--- config.mk ---
export PLATFORM = sky130hd
export DESIGN_NAME = rv_pipe_skid
export DESIGN_NICKNAME = d
export VERILOG_FILES = /design/src/rtl/rv_skid_pkg.sv /design/src/rtl/rv_skid_dffe.sv /design/src/rtl/rv_pipe_skid.sv
export SDC_FILE = /design/constraint.sdc
export NUM_CORES = 1
export LEC_CHECK = 0
export CORE_MARGIN = 1
export CORE_UTILIZATION = 49
export DETAILED_ROUTE_END_ITERATION = 8
export PLACE_DENSITY = 0.83
export SYNTH_ARGS = -nofsm -noshare
export SYNTH_HDL_FRONTEND = slang
export SYNTH_SLANG_ARGS = --single-unit
--- constraint.sdc ---
create_clock -name clk -period 2.7 [get_ports clk]
set_input_delay 0.27 -clock clk [delete_from_list [all_inputs] [get_ports clk]]
set_output_delay 0.27 -clock clk [all_outputs]
set_load 0.05 [all_outputs]
--- src/rtl/rv_skid_pkg.sv ---
// Shared types and constants for the rv_pipe_skid valid/ready skid buffer.
package rv_skid_pkg;

  localparam int unsigned RV_SKID_DEF_WIDTH = 28;

  typedef enum logic [1:0] {
    EMPTY = 2'b00,
    ONE   = 2'b01,
    FULL  = 2'b10
  } skid_state_e;

endpackage

--- src/rtl/rv_skid_dffe.sv ---
// Enable flop with asynchronous active-low reset to zero; holds main and skid entries.
module rv_skid_dffe
  import rv_skid_pkg::*;
#(
  parameter int unsigned WIDTH = RV_SKID_DEF_WIDTH
) (
  input  logic             clk,
  input  logic             rst_l,
  input  logic             en,
  input  logic [WIDTH-1:0] d,
  output logic [WIDTH-1:0] q
);

  always_ff @(posedge clk or negedge rst_l) begin
    if (!rst_l) begin
      q <= '0;
    end else if (en) begin
      q <= d;
    end
  end

endmodule

--- src/rtl/rv_pipe_skid.sv ---
// Two-entry valid/ready skid buffer; in_ready depends on state only.
// Optional saturating stall counter enabled by defining RV_SKID_PERF_EN.
module rv_pipe_skid
  import rv_skid_pkg::*;
#(
  parameter int unsigned WIDTH = RV_SKID_DEF_WIDTH,
  parameter int unsigned CNT_W = 16
) (
  input  logic             clk,
  input  logic             rst_l,
  input  logic             flush,
  input  logic             in_valid,
  output logic             in_ready,
  input  logic [WIDTH-1:0] in_data,
  output logic             out_valid,
  input  logic             out_ready,
  output logic [WIDTH-1:0] out_data
`ifdef RV_SKID_PERF_EN
  ,
  output logic [CNT_W-1:0] stall_cnt
`endif
);

  skid_state_e      state_q, state_d;
  logic [WIDTH-1:0] main_q, main_d;
  logic [WIDTH-1:0] skid_q, skid_d;
  logic             main_en, skid_en;

  assign out_valid = (state_q != EMPTY);
  assign in_ready  = (state_q != FULL);
  assign out_data  = main_q;
  assign skid_d    = in_data;

  // Flush wins over every transfer; data registers are left as-is.
  always_comb begin
    state_d = state_q;
    main_d  = in_data;
    main_en = 1'b0;
    skid_en = 1'b0;
    if (flush) begin
      state_d = EMPTY;
    end else begin
      case (state_q)
        EMPTY: begin
          if (in_valid) begin
            main_en = 1'b1;
            state_d = ONE;
          end
        end
        ONE: begin
          if (in_valid && out_ready) begin
            main_en = 1'b1;
          end else if (in_valid) begin
            skid_en = 1'b1;
            state_d = FULL;
          end else if (out_ready) begin
            state_d = EMPTY;
          end
        end
        FULL: begin
          if (out_ready) begin
            main_d  = skid_q;
            main_en = 1'b1;
            state_d = ONE;
          end
        end
        default: state_d = EMPTY;
      endcase
    end
  end

  always_ff @(posedge clk or negedge rst_l) begin
    if (!rst_l) begin
      state_q <= EMPTY;
    end else begin
      state_q <= state_d;
    end
  end

  rv_skid_dffe #(.WIDTH(WIDTH)) u_main (
    .clk   (clk),
    .rst_l (rst_l),
    .en    (main_en),
    .d     (main_d),
    .q     (main_q)
  );

  rv_skid_dffe #(.WIDTH(WIDTH)) u_skid (
    .clk   (clk),
    .rst_l (rst_l),
    .en    (skid_en),
    .d     (skid_d),
    .q     (skid_q)
  );

`ifdef RV_SKID_PERF_EN
  logic [CNT_W-1:0] stall_q;

  // Saturates at all-ones; only reset clears it.
  always_ff @(posedge clk or negedge rst_l) begin
    if (!rst_l) begin
      stall_q <= '0;
    end else if (out_valid && !out_ready && (stall_q != '1)) begin
      stall_q <= stall_q + 1'b1;
    end
  end

  assign stall_cnt = stall_q;
`endif

endmodule

==> impl_metrics.csv <==
group,metric,value,unit
yosys,yosysUniqueCellTypes,20,
clock_network,cts_setup_buffers,0,
drt,drt_wl_total,4.80,mm
clock_network,cts_buffer_depth,2,
clock_network,cts_buffers,9,
placement,gp_congestion,0.666,
run_status,status,"finished clean",
layout,layout_common_cells,"82 x mux2_2, 61 x clkdlybuf4s50_1, 58 x dfrtp_1",
yosys,synth_top_family_by_area,"multiplexers",
yosys,synth_flop_cell,"dfrtp_1",
yosys,synth-warning-count,0,
clock_network,clock_sinks,58,
sta,drv_slew,0,
floorplanning,die_w,74.6,um
power,irDropWorstVdd,525,uV
critical_path,cp.depth,2,
critical_path,slowest_delay,0.70,ns
drt,route.detailed.drc,0,
layout,nNetsFinal,270,
layout,syn_to_final_growth,36.1,%
power,p_leak,1.46,nW
critical_path,critPathKind,"register to output pin",
critical_path,r2r_cells,4,
global_routing,grt_pass1_vias,1598,
worst_hold_path,hold_path_class,"input pin to asynchronous set/reset pin",
power,p_per_area,812,mW/mm2
clock_network,cts_htree_levels,3,
floorplanning,core_area,0.00511,mm2
clock_network,cts.repair.resized,0,
critical_path,cp_top_family,"buffers and inverters",
yosys,yosys-mux-area-fraction,37.0,%
placement,placement.io_buffers,62,
power,p_total,2.86,mW
drt,drt_iter0_markers,43,
layout,num-fill-cells,377,
floorplanning,die_h,74.6,um
critical_path,startpoint_type,"register",
yosys,synth_edf_count,0,
sta,fin_ws,0.559,ns
sta,fin_setup_tns,0,ns
drt,via_per_inst,5.17,
yosys,synth-async-reset-ratio,100,%
layout,layout-drive-gt1-share,45.2,%
sta,post-route-period-util,79.3,%
clock_network,clock_latency,0.33,ns
yosys,synthXorXnorAreaFrac,0,%
yosys,syn_inst,166,
placement,place_ws,0.473,ns
yosys,synth_seq_area_share,56.1,%
placement,dp_hpwl,3.20,mm
sta,tightestPinTransition,0.911,ns
sta,fin_crit,2.14,ns
sta,setup_viol,0,
yosys,synth-simple-area-share,2.86,%
critical_path,timing.rr.start,"state_q[0]$_DFFE_PN0P_",
yosys,syn_nets,199,
global_routing,grt_start_max_net_pins,43,
critical_path,arrival,1.87,ns
drt,ant_nets,0,
critical_path,critPathLaunch,"state_q[0]$_DFFE_PN0P_",
floorplanning,start_util,50.6,%
layout,layout_commonest_cell,"mux2_2",
global_routing,grtUsageTotal,19.2,%
clock_network,cts_tree,"done",
clock_network,cts_hold_buf,0,
clock_network,clk_pin_slew,0.06,ns
critical_path,crit_path_cell_trace,"or2_2 -> clkdlybuf4s50_1",
drt,vias,1608,
yosys,ys_seq_elements,58,
sta,finalClockSkew,0.00829,ns
critical_path,cp_slowest_cell,"clkdlybuf4s50_1",
critical_path,end_kind,"output pin",
clock_network,cts_root_buf,"clkbuf_8",
drt,wl_per_cell,15.4,um
global_routing,antenna_found_initial,0,
yosys,synth_compound_area_share,1.69,%
global_routing,grt_pass1_wl,7.60,mm
floorplanning,io-pin-count,63,
flow_run,cap_violations,0,
drt,dr.pass1.iters,4,
yosys,post_synth_fa_ha_maj_area_fraction,0,%
critical_path,required,2.43,ns
sta,slew_headroom,39.3,%
critical_path,cp_max_fo,8,
layout,antennaDiodeCount,0,
sta,max_freq,467,MHz
yosys,synth_area,0.00258,mm2
sta,hold_viol,0,
floorplanning,dieArea,0.00557,mm2
sta,rsz0062_at_grt,"false",
critical_path,path_buf_inv,1,
global_routing,gr-total-overflow,0,
floorplanning,fp-row-count,26,
yosys,synth.avg_cell_area,15.6,um2
-- registers in the layout (all words and copies together), names as in the netlist --
register / count
u_skid.q: 28
state_q: 2
u_main.q: 28
-- cell type report --
type                    count  area [um2]  area share [%]
clock buffers              13         169            4.80
flip-flops and latches     58        1450            41.3
repair buffers             68         686            19.5
multi-input cells         100        1090            30.9
clock inverters             2        35.0           0.996
well taps                  70        87.6            2.49
-- cells in the mapped netlist, types with 2 or more instances --
master	count	area, um2
buf_2	3	15.0
buf_4	3	22.5
buf_6	2	22.5
dfrtp_1	58	1450
mux2_1	2	22.5
mux2_2	82	923
nand2_1	2	7.51
nor2_1	2	7.51
-- report_power, final --
part	switching (mW)	internal, mW
logic	0.470	0.382
registers	0.108	1.08
clock network	0.321	0.495
-- metal layers --
| layer | track usage (%) | wire [um] | part of all wire, % |
|---|---|---|---|
| met5 | 0 | 0 | 0 |
| met4 | 10.7 | 99 | 2.1 |
| met3 | 5.22 | 284 | 5.9 |
| met2 | 30.8 | 2250 | 47 |
| met1 | 23.7 | 2160 | 45 |
-- kinds of logic (layout without fill, tap and decap cells) --
kind of cell | count (synthesis) | after routing
AOI/OAI and AO/OA | 4 | 4
buffers and inverters | 8 | 83
DFF | 58 | 58
muxes | 85 | 85
and+or+nand+nor | 11 | 11
-- through the flow --
step / cells / utilization, % / hold WS [ns] / cell area [um2]
2_1_floorplan: 166 / - / -0.0256 / 2580
6_report: 311 / 68.9 / 0.0726 / 3520
5_1_grt: 311 / 68.9 / 0.143 / 3520
4_1_cts: 311 / 68.9 / 0.0883 / 3520
3_5_place_dp: 296 / 64.9 / 0.453 / 3310
3_3_place_gp: 296 / 64.9 / 0.459 / 3310
-- worst paths after layout --
path | slack [ns] | endpoint
setup / recovery | 0.56 | out_valid
hold reg to reg | 0.49 | u_main.q[20]$_DFFE_PN0P_
setup reg to reg | 0.82 | u_main.q[19]$_DFFE_PN0P_
min in group clk | 0.49 | u_main.q[20]$_DFFE_PN0P_
hold / removal | 0.07 | u_skid.q[16]$_DFFE_PN0P_
max in group asynchronous | 1.95 | u_skid.q[2]$_DFFE_PN0P_
Note: power is estimated with default switching activity, not from simulation.
